### config.mk
export PLATFORM = sky130hd
export DESIGN_NAME = sqrt_newton_ctrl
export DESIGN_NICKNAME = d
export VERILOG_FILES = /design/src/rtl/math_pkg.sv /design/src/rtl/sqrt_newton_ctrl_div.sv /design/src/rtl/sqrt_newton_ctrl.sv
export SDC_FILE = /design/constraint.sdc
export NUM_CORES = 1
export LEC_CHECK = 0
export ABC_CLOCK_PERIOD_IN_PS = 17550
export BUFFER_PORTS_ARGS = -buffer_cell sky130_fd_sc_hd__buf_2
export CORE_ASPECT_RATIO = 0.75
export CORE_MARGIN = 4
export CORE_UTILIZATION = 23
export CTS_CLUSTER_SIZE = 10
export DETAILED_ROUTE_END_ITERATION = 12
export GPL_ROUTABILITY_DRIVEN = 0
export PLACE_DENSITY = 0.5
export SETUP_SLACK_MARGIN = 0.2
export SLEW_MARGIN = 10
export SYNTH_ARGS = -nofsm -noshare
export SYNTH_HDL_FRONTEND = slang
export SYNTH_SLANG_ARGS = --single-unit
### constraint.sdc
create_clock -name clk -period 17.55 [get_ports clk]
set_clock_uncertainty 0.15 [all_clocks]
set_input_delay 1.755 -clock clk [delete_from_list [all_inputs] [get_ports clk]]
set_output_delay 1.755 -clock clk [all_outputs]
set_load 0.02 [all_outputs]
### src/rtl/math_pkg.sv
// Shared definitions for the Newton-Raphson square-root engine.
// Holds the controller state encoding, the counter-width helper used for
// both the iteration counter and the divider step counter, and the fallback
// seed shift applied when the initial-value generator returns zero.
package math_pkg;

  // Controller states (legacy-compatible plain constants).
  localparam logic [2:0] StIdle    = 3'd0;
  localparam logic [2:0] StCheck   = 3'd1;
  localparam logic [2:0] StSeed    = 3'd2;
  localparam logic [2:0] StWaitLow = 3'd3;
  localparam logic [2:0] StDiv     = 3'd4;
  localparam logic [2:0] StUpdate  = 3'd5;
  localparam logic [2:0] StDone    = 3'd6;

  // Bits needed to count from 0 up to and including n.
  function automatic int unsigned cnt_width(input int unsigned n);
    return $clog2(n + 1);
  endfunction

  // A zero seed is replaced by 1 << seed_shift(width), an upper bound on sqrt(x).
  function automatic int unsigned seed_shift(input int unsigned width);
    return (width + 1) / 2;
  endfunction

endpackage

### src/rtl/sqrt_newton_ctrl_div.sv
// Sequential restoring unsigned divider, one quotient bit per cycle.
// Ports:
//   clk, rst  - clock and synchronous active-high reset (aborts any division)
//   start     - begin a = q*b + r; ignored while a division is in progress
//   a, b      - dividend and divisor, sampled on the start cycle
//   q         - quotient, valid while done=1 and held afterwards
//   done      - one-cycle pulse, Width cycles after start was accepted
// b == 0 yields q = all ones.
module sqrt_div_seq
  import math_pkg::*;
#(
  parameter int unsigned Width = 32
) (
  input  logic             clk,
  input  logic             rst,
  input  logic             start,
  input  logic [Width-1:0] a,
  input  logic [Width-1:0] b,
  output logic [Width-1:0] q,
  output logic             done
);

  localparam int unsigned CntW = cnt_width(Width);

  logic [Width-1:0] rem_q, rem_d, quo_q, quo_d, b_q, b_d;
  logic [CntW-1:0]  cnt_q, cnt_d;
  logic             done_q, done_d;
  logic             busy, load, ge;
  logic [Width-1:0] rem_cur, quo_cur, b_cur;
  logic [Width:0]   trial;

  assign busy = (cnt_q != '0);
  assign load = start && !busy;

  // The first quotient bit is produced on the accepting edge itself, so the
  // whole division spans exactly Width edges and done lands in the Width-th cycle.
  always_comb begin
    rem_cur = load ? '0 : rem_q;
    quo_cur = load ? a  : quo_q;
    b_cur   = load ? b  : b_q;
    trial   = {rem_cur, quo_cur[Width-1]};
    ge      = (trial >= {1'b0, b_cur});
    rem_d   = rem_q;
    quo_d   = quo_q;
    b_d     = b_q;
    cnt_d   = cnt_q;
    done_d  = 1'b0;
    if (load || busy) begin
      rem_d  = ge ? Width'(trial - {1'b0, b_cur}) : Width'(trial);
      quo_d  = {quo_cur[Width-2:0], ge};
      b_d    = b_cur;
      cnt_d  = load ? CntW'(Width - 1) : cnt_q - CntW'(1);
      done_d = load ? (Width == 1) : (cnt_q == CntW'(1));
    end
  end

  always_ff @(posedge clk) begin
    if (rst) begin
      rem_q  <= '0;
      quo_q  <= '0;
      b_q    <= '0;
      cnt_q  <= '0;
      done_q <= 1'b0;
    end else begin
      rem_q  <= rem_d;
      quo_q  <= quo_d;
      b_q    <= b_d;
      cnt_q  <= cnt_d;
      done_q <= done_d;
    end
  end

  assign q    = quo_q;
  assign done = done_q;

endmodule

### src/rtl/sqrt_newton_ctrl.sv
// Newton-Raphson integer square root: y = floor(sqrt(x)).
// Requests a seed from the initial-value generator, then iterates
// y' = (y + x/y) >> 1 until the sequence stops decreasing.
// Ports:
//   clk, rst           - clock and synchronous active-high reset
//   req / fin          - upstream 4-phase handshake; x latched on acceptance
//   x                  - radicand
//   y, err             - result and iteration-bound flag, valid while fin=1
//   init_req/init_fin  - downstream 4-phase seed handshake
//   init_x             - latched radicand presented to the generator
//   init_y             - seed, captured on the first cycle init_fin=1
module sqrt_newton_ctrl
  import math_pkg::*;
#(
  parameter int unsigned Width   = 32,
  parameter int unsigned MaxIter = 16
) (
  input  logic             clk,
  input  logic             rst,
  input  logic             req,
  input  logic [Width-1:0] x,
  output logic             fin,
  output logic [Width-1:0] y,
  output logic             err,
  output logic             init_req,
  input  logic             init_fin,
  output logic [Width-1:0] init_x,
  input  logic [Width-1:0] init_y
);

  localparam int unsigned IterW     = cnt_width(MaxIter);
  localparam int unsigned SeedShift = seed_shift(Width);

  logic [2:0]       state_q, state_d;
  logic [Width-1:0] xr_q, xr_d, yc_q, yc_d, y_q, y_d;
  logic             err_q, err_d;
  logic [IterW-1:0] iter_q, iter_d;

  logic             div_start, div_done;
  logic [Width-1:0] div_q;
  logic [Width:0]   sum;
  logic [Width-1:0] yn, seed_raw, seed;

  always_comb begin
    seed_raw = (init_y == '0) ? (Width'(1) << SeedShift) : init_y;
    seed     = (seed_raw > xr_q) ? xr_q : seed_raw;
    // Extra bit keeps yc + q from overflowing.
    sum      = {1'b0, yc_q} + {1'b0, div_q};
    yn       = Width'(sum >> 1);
  end

  always_comb begin
    state_d = state_q;
    xr_d    = xr_q;
    yc_d    = yc_q;
    y_d     = y_q;
    err_d   = err_q;
    iter_d  = iter_q;
    case (state_q)
      StIdle: begin
        if (req) begin
          xr_d    = x;
          state_d = StCheck;
        end
      end
      StCheck: begin
        iter_d = '0;
        if (xr_q == '0) begin
          y_d     = '0;
          state_d = StDone;
        end else if (xr_q < Width'(4)) begin
          y_d     = Width'(1);
          state_d = StDone;
        end else begin
          state_d = StSeed;
        end
      end
      StSeed: begin
        if (init_fin) begin
          yc_d    = seed;
          state_d = StWaitLow;
        end
      end
      StWaitLow: begin
        if (!init_fin) state_d = StDiv;
      end
      StDiv: begin
        if (div_done) state_d = StUpdate;
      end
      StUpdate: begin
        iter_d = iter_q + IterW'(1);
        // The first step is always taken so a low seed gets pulled above sqrt(x).
        if ((iter_q != '0) && (yn >= yc_q)) begin
          y_d     = yc_q;
          state_d = StDone;
        end else if (iter_d == IterW'(MaxIter)) begin
          y_d     = yn;
          err_d   = 1'b1;
          state_d = StDone;
        end else begin
          yc_d    = yn;
          state_d = StDiv;
        end
      end
      StDone: begin
        if (!req) begin
          y_d     = '0;
          err_d   = 1'b0;
          state_d = StIdle;
        end
      end
      default: state_d = StIdle;
    endcase
  end

  // Launch the divider on the edge that enters DIV, with the divisor DIV will use.
  assign div_start = (state_d == StDiv) && (state_q != StDiv);

  sqrt_div_seq #(
    .Width (Width)
  ) u_div (
    .clk   (clk),
    .rst   (rst),
    .start (div_start),
    .a     (xr_q),
    .b     (yc_d),
    .q     (div_q),
    .done  (div_done)
  );

  always_ff @(posedge clk) begin
    if (rst) begin
      state_q <= StIdle;
      xr_q    <= '0;
      yc_q    <= '0;
      y_q     <= '0;
      err_q   <= 1'b0;
      iter_q  <= '0;
    end else begin
      state_q <= state_d;
      xr_q    <= xr_d;
      yc_q    <= yc_d;
      y_q     <= y_d;
      err_q   <= err_d;
      iter_q  <= iter_d;
    end
  end

  assign fin      = (state_q == StDone);
  assign y        = y_q;
  assign err      = err_q;
  assign init_req = (state_q == StSeed);
  assign init_x   = xr_q;

endmodule
Yosys cells after proc, flatten, opt, wreduce, memory -nomap -nowiden
Cells that the tools add are included.

Register bits after elaboration: 208. Output and inout port bits: 67. Bits of input ports: 68. Logic and storage cells: 84.

Equality and inequality tests: 15. Mux-type cells: 32. Magnitude comparators: 4. Add/sub/neg operators: 4. Bitwise operators: 1. Reduce and logical (&&, ||, !) cells: 17.

Operators by type and width (count): two-way mux 32 bit (14); one-hot mux 32 bit (3 select lines) (1); zero test 32 bit (2); one-hot mux 32 bit (2 select lines) (1); adder 32 x 32 -> 33 bit (1); >= comparator 33 x 32 -> 1 bit (1); >= comparator 32 bit (1); greater-than comparator 32 bit (1); less-than comparator 32 x 3 -> 1 bit, second input constant (1); subtractor 32 bit (1); two-way mux 3 bit (7); one-hot mux 3 bit (7 select lines) (1); equality test 3 bit, second input constant (4); one-hot mux 5 bit (2 select lines) (1); != test 3 bit, second input constant (3); AND reduction 4 bit (2); equality test 3 x 2 -> 1 bit, second input constant (2); equality test 6 x 1 -> 1 bit, second input constant (1); two-way mux 6 bit (1); != test 2 bit, second input constant (3); nonzero test 6 bit (1); subtractor 6 x 1 -> 6 bit, second input constant (1); adder 5 x 1 -> 5 bit, second input constant (1); equality test 5 bit, second input constant (1); 14 further kinds (20).

Depth between registers and ports, before layout
Gate-level depths: netlist (run 1).

Word-level depth: 11. Gate-level depth with buffers: 33. Mapped depth without buffers: 30.

Hierarchy
A second synthesis (run 1) with hierarchy kept.

Cell total of the unflattened synthesis: 1855. Area, all modules: 14725.4 um^2.

By module, submodules not included: sqrt_newton_ctrl (instances 1, seq. area each 2102.0 um^2, area each 8536.9 um^2, cells each 1129); sqrt_div_seq (instances 1, seq. area each 2062.0 um^2, area each 6188.4 um^2, cells each 726).

Least setup slack after synthesis (run 1)
OpenSTA, ideal clock, no wires.

Path kind: reg-to-reg. From: register yc_q[0]. To: register u_div.rem_q[30]. Stages on the path, launching flop included: 31. Setup slack: 10.634 ns. Setup time: 0.122 ns. Data arrival time: 6.644 ns. Buffers on the path: 3. Data required time: 17.278 ns. Clock period less this slack: 6.916 ns. Path through: dfxtp_1 > and2_1 > fa_1 > a211oi_1 > o211ai_1 > nand3_1 > o311ai_1 > a221o_1 > a21oi_1 > xnor2_1 > ha_1 > nand4_1 > nor4_2 > o211ai_2 > and3_1 > a21boi_4 > buf_2 > buf_2 > a221oi_1 > a21o_1 > ha_1 > a21o_1 > a21o_1 > a21oi_1 > a21oi_1 > o31a_1 > a32o_2 > a211oi_4 > buf_2 > nor3_1 > a221o_1.

Word-level cells in the longest chain between the ends: 11. Elaborated cells on any way between the ends: 19. Classes of those cells: 2 x add/sub; 2 x order compare; 1 x eq/ne; 10 x mux; 4 x reduce/logical.

Ends and longest elaborated chain: from (decl) (RTL line sqrt_newton_ctrl.sv:35) `logic [Width-1:0] xr_q, xr_d, yc_q, yc_d, y_q, y_d;`; from (signal assigned) (RTL line sqrt_newton_ctrl.sv:142) `yc_q <= yc_d;`; adder 32 x 32 -> 33 bit (RTL line sqrt_newton_ctrl.sv:48) `sum = {1'b0, yc_q} + {1'b0, div_q};`; >= comparator 32 bit (RTL line sqrt_newton_ctrl.sv:93) `if ((iter_q != '0) && (yn >= yc_q)) begin`; logical AND 1 bit (RTL line sqrt_newton_ctrl.sv:93); two-way mux 2 bit (RTL line sqrt_newton_ctrl.sv:93); one-hot mux 3 bit (7 select lines) (RTL line sqrt_newton_ctrl.sv:59) `case (state_q)`; equality test 3 bit (RTL line sqrt_newton_ctrl.sv:117) `assign div_start = (state_d == StDiv) && (state_q != StDiv);`; logical AND 1 bit (RTL line sqrt_newton_ctrl.sv:117); logical AND 1 bit (RTL line sqrt_newton_ctrl_div.sv:33) `assign load = start && !busy;`; two-way mux 32 bit, on equally long branches (RTL line sqrt_newton_ctrl_div.sv:39, sqrt_newton_ctrl_div.sv:38, sqrt_newton_ctrl_div.sv:40); subtractor 32 bit / >= comparator 33 x 32 -> 1 bit (equally long branches) (RTL line sqrt_newton_ctrl_div.sv:49, sqrt_newton_ctrl_div.sv:42); two-way mux 32 bit (RTL line sqrt_newton_ctrl_div.sv:49) `rem_d = ge ? Width'(trial - {1'b0, b_cur}) : Width'(trial);`; to (signal assigned) (RTL line sqrt_newton_ctrl_div.sv:65) `rem_q <= rem_d;`; to (decl) (RTL line sqrt_newton_ctrl_div.sv:25) `logic [Width-1:0] rem_q, rem_d, quo_q, quo_d, b_q, b_d;`.

Parallel ways exist; a longest one is shown, timed or not. A chain may end at the register's enable or synchronous reset.

Final worst setup path (run 1)
From: register yc_q[0]. To: register u_div.rem_q[1].

Same word-level chain as after synthesis.

==> results.sh, run 1 <==
export IMPL_status="finished clean"
export IMPL_htree_levels=1
export IMPL_vdd_drop_max_uv=81.3
export IMPL_top_layer_used="met4"
export IMPL_fin_crit_ps=9900
export IMPL_critPathBufInv=1
export IMPL_syn_area_um2=14800
export IMPL_drt_iter0_drc=1123
export IMPL_synth_most_common_cell="dfxtp_1"
export IMPL_fin_cells=2832
export IMPL_critPathArrivalTime_ps=10210
export IMPL_power_leakage_nw=7.01
export IMPL_totalWireLength_mm=52.4
export IMPL_numClockSinks=208
export IMPL_grt_pass1_wl_mm=80.5
export IMPL_power_density_nw_per_um2=143
export IMPL_synth_nets=2126
export IMPL_first_pass_iters=5
export IMPL_yosys_register_bits=208
export IMPL_crit_fanout=49
export IMPL_dp_hpwl_mm=40.1
export IMPL_area_growth_pct=14.3
export IMPL_final_area_um2=16900
export IMPL_final_setup_tns_ps=0
export IMPL_reg2reg_depth=26
export IMPL_ff2ff_setup_slack_ps=7650
export IMPL_dieArea_um2=68400
export IMPL_met3_length_mm=3.13
export IMPL_core_area_um2=63700
export IMPL_timing_final_ws_setup_ps=7650
export IMPL_r2r_end="u_div.rem_q[1]"
export IMPL_critPathLaunch="yc_q[0]"
export IMPL_layout_drive_gt1_share_pct=11.5
export IMPL_holdCritStartpoint="u_div.rem_q[11]"
export IMPL_hold_path_depth=2
export IMPL_cap_violations=0
export IMPL_crit_type="flop to flop"
export IMPL_antenna_found_initial=2
export IMPL_nets=2165
export IMPL_met2_wirelength_mm=21.7
export IMPL_synth_distinct_cells=83
export IMPL_setup_viol=0
export IMPL_crit_slowest_cell="o311ai_1"
export IMPL_avgRoutedWirePerCell_um=18.5
export IMPL_portBuffers=134
export IMPL_synth_top_cell_by_area="dfxtp_1"
export IMPL_syn_avg_cell_area_um2=7.68
export IMPL_synth_ff_type="dfxtp_1"
export IMPL_crit_required_ps=17850
export IMPL_hold_end="u_div.rem_q[11]"
export IMPL_yosysWarnings=0
export IMPL_synth_area_top_cells="dfxtp_1, ha_1, nor2_1"
export IMPL_met1_length_mm=26.3
export IMPL_async_flop_share_pct=0
export IMPL_clk_path_buf_depth=3
export IMPL_worst_slew_pin_slew_ps=1280
export IMPL_startpoint_type="flop"
export IMPL_seqPwrFrac_pct=25.3
export IMPL_combPwrFrac_pct=52.9
export IMPL_ioPinCount=135
export IMPL_fin_total_pwr_mw=2.41
export IMPL_vias=14200
export IMPL_gr_usage_all_layers_pct=14.9
export IMPL_fmax_mhz=101
export IMPL_p_clk_share_pct=21.8
export IMPL_p_int_mw=1.34
export IMPL_dpl_cell_area_um2=16100
export IMPL_rsz0062_at_grt="no"
export IMPL_synthTopCellsByCount="dfxtp_1, nor2_1, nand2_1"
export IMPL_drc=0
export IMPL_cts_tree="built"
export IMPL_synth_top_cell_area_share_pct=28.2
export IMPL_worstHoldPathType="flop to flop"
export IMPL_cts_clk_slew_worst_paths_ps=60
export IMPL_grt_start_max_net_pins=73
export IMPL_grt_pass1_vias=13400
export IMPL_grt_ovfl_total=0
export IMPL_via_per_inst=5.03
export IMPL_postCtsHoldBufs=0
export IMPL_cts_made_buffers=26
export IMPL_die_y_um=228
export IMPL_ant_nets=0
export IMPL_critPathTopFamily="compound AO/OA/AOI/OAI gates"
export IMPL_drv_slew=0
export IMPL_ys_seq_area_share_pct=28.2
export IMPL_fp_dieW_um=301
export IMPL_end_kind="flop"
export IMPL_cts_resized_gates=0
export IMPL_post_cts_repair_setup_buffers=0
export IMPL_initial_core_util_pct=23.2
export IMPL_slew_headroom_pct=14.1
export IMPL_dp_cells=2797
export IMPL_cpPeakStageDelay_ps=990
export IMPL_antenna_cells=0
export IMPL_clk_root_buffer_cell="clkbuf_16"
export IMPL_finalHoldViolations=0
export IMPL_timing_final_crit_share_pct=56.4
export IMPL_clk_latency_ps=550
export IMPL_p_sw_share_pct=44.6
export IMPL_synth_edf_count=0
export IMPL_dp_worst_setup_slack_ps=7940
export IMPL_std_cell_rows=80
export IMPL_synth_cells=1925
export IMPL_power_switching_mw=1.08
export IMPL_r2r_start="yc_q[0]"
-- flip-flops by register name, indices dropped and copies added (netlist names), 5 cells and up --
register and cells:
init_x 32, iter_q 5, u_div.b_q 32, u_div.cnt_q 6
u_div.q 32, u_div.rem_q 32, y 32, yc_q 32
-- metal layers --
layer,vias up,track usage (%)
met3,65,2.32
met5,-,0
li1,7022,-
met4,0,3.57
met1,6727,22.1
met2,427,22.4
-- power groups by stage --
stage / sequential, mW / clock, mW / combinational (mW)
2_1_floorplan: 0.605 / 0 / 0.932
3_3_place_gp: 0.617 / 0 / 1.24
3_5_place_dp: 0.618 / 0 / 1.25
4_1_cts: 0.609 / 0.539 / 1.26
5_1_grt: 0.618 / 0.561 / 1.40
6_report: 0.610 / 0.526 / 1.28
-- layout make-up --
| class | instances | area (um^2) |
|---|---|---|
| multi-input combinational | 1480 | 9700 |
| timing repair buffer | 150 | 793 |
| inverter | 98 | 368 |
| clock inverter | 4 | 98.8 |
| fill | 6982 | 46800 |
| clock buffer | 31 | 691 |
| sequential | 208 | 4160 |
| tap | 861 | 1080 |
-- cell families (layout without fill, tap and decap cells) --
group	count (synthesis)	count (layout)	share of synthesized area (%)
mux	75	75	5.20
buf+inv	237	283	6.40
compound gates	517	517	23.5
fa+ha+maj	133	133	11.4
flops	208	208	28.2
simple gates	706	706	22.5
xor+xnor	49	49	2.90
-- stage by stage --
| stage | hold WS [ps] | utilization [%] |
|---|---|---|
| after floorplan | 273 | - |
| after global placement | 290 | 25.3 |
| after detailed placement | 293 | 25.3 |
| after CTS | 307 | 26.5 |
| after global routing | 347 | 26.5 |
| final | 309 | 26.5 |
-- tightest hold or removal path, stage by stage, from the launching register on --
cell and delay, ps:
dfxtp_1 310, nand2_1 50, o21ai_1 50
-- how the worst max path moves through the flow --
stage	end	slack, ps	depth (start not counted)
floorplan	u_div.rem_q[30]	10630	30
global placement	u_div.rem_q[1]	8250	26
detailed placement	u_div.rem_q[1]	7940	26
CTS	u_div.rem_q[1]	7890	26
global route	u_div.rem_q[1]	7070	26
finish	u_div.rem_q[1]	7650	26
-- cell usage in the layout, fill, tap and decap left out, types with 7 or more instances in the layout --
cell and count:
a211oi_1 60, a21o_1 40, a21oi_1 155, a221o_1 10, a221oi_1 7, a22oi_1 15
a31oi_1 16, and2_1 28, and3_1 47, buf_2 133, buf_4 17, clkbuf_16 27
dfxtp_1 208, ha_1 131, inv_1 98, mux2_2 14, mux2i_1 61, nand2_1 194
nand2b_1 12, nand3_1 63, nand4_1 20, nor2_1 206, nor2b_1 15, nor3_1 67
nor4_1 20, o211ai_1 19, o21a_1 17, o21ai_0 64, o21bai_1 11, o221ai_1 8
o22ai_1 14, o311ai_1 11, o31ai_1 9, xnor2_1 31, xor2_1 18
No activity file was read; power rests on OpenSTA's default activity.
==> inputs of run 2 (changes only) <==
--- a/config.mk
+++ b/config.mk
@@ -5,7 +5,7 @@
 export SDC_FILE = /design/constraint.sdc
 export NUM_CORES = 1
 export LEC_CHECK = 0
-export ABC_CLOCK_PERIOD_IN_PS = 17550
+export ABC_CLOCK_PERIOD_IN_PS = 9500
 export BUFFER_PORTS_ARGS = -buffer_cell sky130_fd_sc_hd__buf_2
 export CORE_ASPECT_RATIO = 0.75
 export CORE_MARGIN = 4
==> constraint.sdc (replaced) <==
create_clock -name clk -period 9.5 [get_ports clk]
set_clock_uncertainty 0.15 [all_clocks]
set_input_delay 0.95 -clock clk [delete_from_list [all_inputs] [get_ports clk]]
set_output_delay 0.95 -clock clk [all_outputs]
set_load 0.02 [all_outputs]
==> run 2 against run 1 <==
Critical path depth up 2. Register-to-register slack worse by 6700 ps. Global-route usage about the same. Core utilization down 0.061 points. Largest power group unchanged. Setup slack worse by 6700 ps. Total power up 81%. Critical path type unchanged. Fmax up 16%. Highest routed layer is now met5. Flip-flop and latch count unchanged.
==> results.sh, run 2 (same netlist as run 1, synthesis figures left out) <==
export IMPL_postCtsHoldBufs=0
export IMPL_layout_drive_gt1_share_pct=11.8
export IMPL_status="finished clean"
export IMPL_rsz0062_at_grt="no"
export IMPL_ioPinCount=135
export IMPL_post_cts_repair_setup_buffers=0
export IMPL_power_density_nw_per_um2=259
export IMPL_core_area_um2=63700
export IMPL_critPathLaunch="yc_q[0]"
export IMPL_fin_crit_ps=8510
export IMPL_fillCellCount=7044
export IMPL_crit_top_cell="a21o_1"
export IMPL_dp_hpwl_mm=40.1
export IMPL_grt_ovfl_total=0
export IMPL_worst_slew_pin_slew_ps=1230
export IMPL_dieArea_um2=68400
export IMPL_power_leakage_nw=7.01
export IMPL_p_sw_share_pct=45.4
export IMPL_cts_tree="built"
export IMPL_htree_levels=1
export IMPL_cts_resized_gates=0
export IMPL_fp_dieW_um=301
export IMPL_cap_violations=0
export IMPL_seqPwrFrac_pct=25.9
export IMPL_drc=0
export IMPL_totalWireLength_mm=52.4
export IMPL_crit_fanout=9
export IMPL_clk_path_buf_depth=3
export IMPL_via_per_inst=5.06
export IMPL_dp_worst_setup_slack_ps=1150
export IMPL_drv_slew=0
export IMPL_portBuffers=134
export IMPL_avgRoutedWirePerCell_um=18.5
export IMPL_cts_clk_slew_worst_paths_ps=60
export IMPL_final_setup_tns_ps=0
export IMPL_clk_root_buffer_cell="clkbuf_16"
export IMPL_worstHoldPathType="flop to flop"
export IMPL_r2r_start="yc_q[0]"
export IMPL_critPathArrivalTime_ps=8840
export IMPL_first_pass_iters=5
export IMPL_nets=2172
export IMPL_std_cell_rows=80
export IMPL_end_kind="flop"
export IMPL_combPwrFrac_pct=54.0
export IMPL_finalHoldViolations=0
export IMPL_timing_final_crit_share_pct=89.6
export IMPL_cpPeakStageDelay_ps=850
export IMPL_ff2ff_setup_slack_ps=990
export IMPL_timing_final_ws_setup_ps=992
export IMPL_grt_pass1_wl_mm=80.7
export IMPL_die_y_um=228
export IMPL_fmax_mhz=118
export IMPL_ant_nets=0
export IMPL_initial_core_util_pct=23.2
export IMPL_holdCritStartpoint="y[12]"
export IMPL_final_cell_mix="dfxtp_1, nor2_1, nand2_1"
export IMPL_clk_latency_ps=550
export IMPL_startpoint_type="flop"
export IMPL_grt_start_max_net_pins=94
export IMPL_p_int_mw=2.38
export IMPL_grt_pass1_vias=13600
export IMPL_crit_type="flop to flop"
export IMPL_fin_cells=2837
export IMPL_dp_cells=2805
export IMPL_vias=14300
export IMPL_slew_headroom_pct=17.8
export IMPL_area_growth_pct=14.0
export IMPL_numClockSinks=208
export IMPL_power_switching_mw=1.98
export IMPL_crit_required_ps=9830
export IMPL_cts_made_buffers=25
export IMPL_gr_usage_all_layers_pct=14.8
export IMPL_setup_viol=0
export IMPL_p_clk_share_pct=20.1
export IMPL_antenna_found_initial=1
export IMPL_crit_slowest_cell="o311ai_1"
export IMPL_vdd_drop_max_uv=166
export IMPL_drt_iter0_drc=1069
export IMPL_layout_commonest_cell="dfxtp_1"
export IMPL_antenna_cells=0
[run 2: cell types whose count changed in the layout (fill, tap and decap cells not counted), sizes merged]
| cell | change |
|---|---|
| buf | +8 |
| bufinv | -3 |
| clkbuf | -2 |
| clkinv | +1 |
| inv | +1 |
[run 2: critical path, delay by kind of cell (launching register included)]
family / cells / cell delay [ps]
flip-flops: 1 / 430
adder cells (fa/ha/maj): 3 / 760
AND/OR/NAND/NOR: 8 / 2420
AO/OA/AOI/OAI: 17 / 4680
[run 2: power groups by stage]
stage / clock network [mW] / registers (mW) / logic (mW)
6_report: 0.877 / 1.13 / 2.36
5_1_grt: 0.932 / 1.14 / 2.60
4_1_cts: 0.897 / 1.13 / 2.33
3_5_place_dp: 0 / 1.14 / 2.31
3_3_place_gp: 0 / 1.14 / 2.29
2_1_floorplan: 0 / 1.12 / 1.72
[run 2: stage by stage]
stage                     hold slack, ps  total power, mW  util [%]  instance area [um^2]
after floorplan                      273             2.84         -                 14800
after global placement               289             3.43      25.4                 16200
after detailed placement             295             3.45      25.4                 16200
after CTS                            307             4.36      26.5                 16900
after global routing                 315             4.67      26.5                 16900
final                                304             4.36      26.5                 16900
[run 2: area by class of cell]
cell class	count	area [um^2]	share of cell area, %
inverters	98	368	2.18
clock buffers	29	661	3.92
multi-input cells	1480	9700	57.5
well taps	861	1080	6.39
flip-flops and latches	208	4160	24.7
repair buffers	158	866	5.14
clock inverters	3	18.8	0.111
[run 2: final timing paths]
kind	endpoint	cells after the start
max	u_div.rem_q[30]	28
max reg2reg	u_div.rem_q[30]	28
min	y[12]	2
min reg2reg	y[12]	2
[run 2: metal layers]
metal	vias up	track usage, %	wire (um)
met1	6854	21.8	26200
li1	7029	-	-
met2	390	22.8	22200
met3	70	2.17	2870
met5	-	0	13
met4	2	3.59	1200
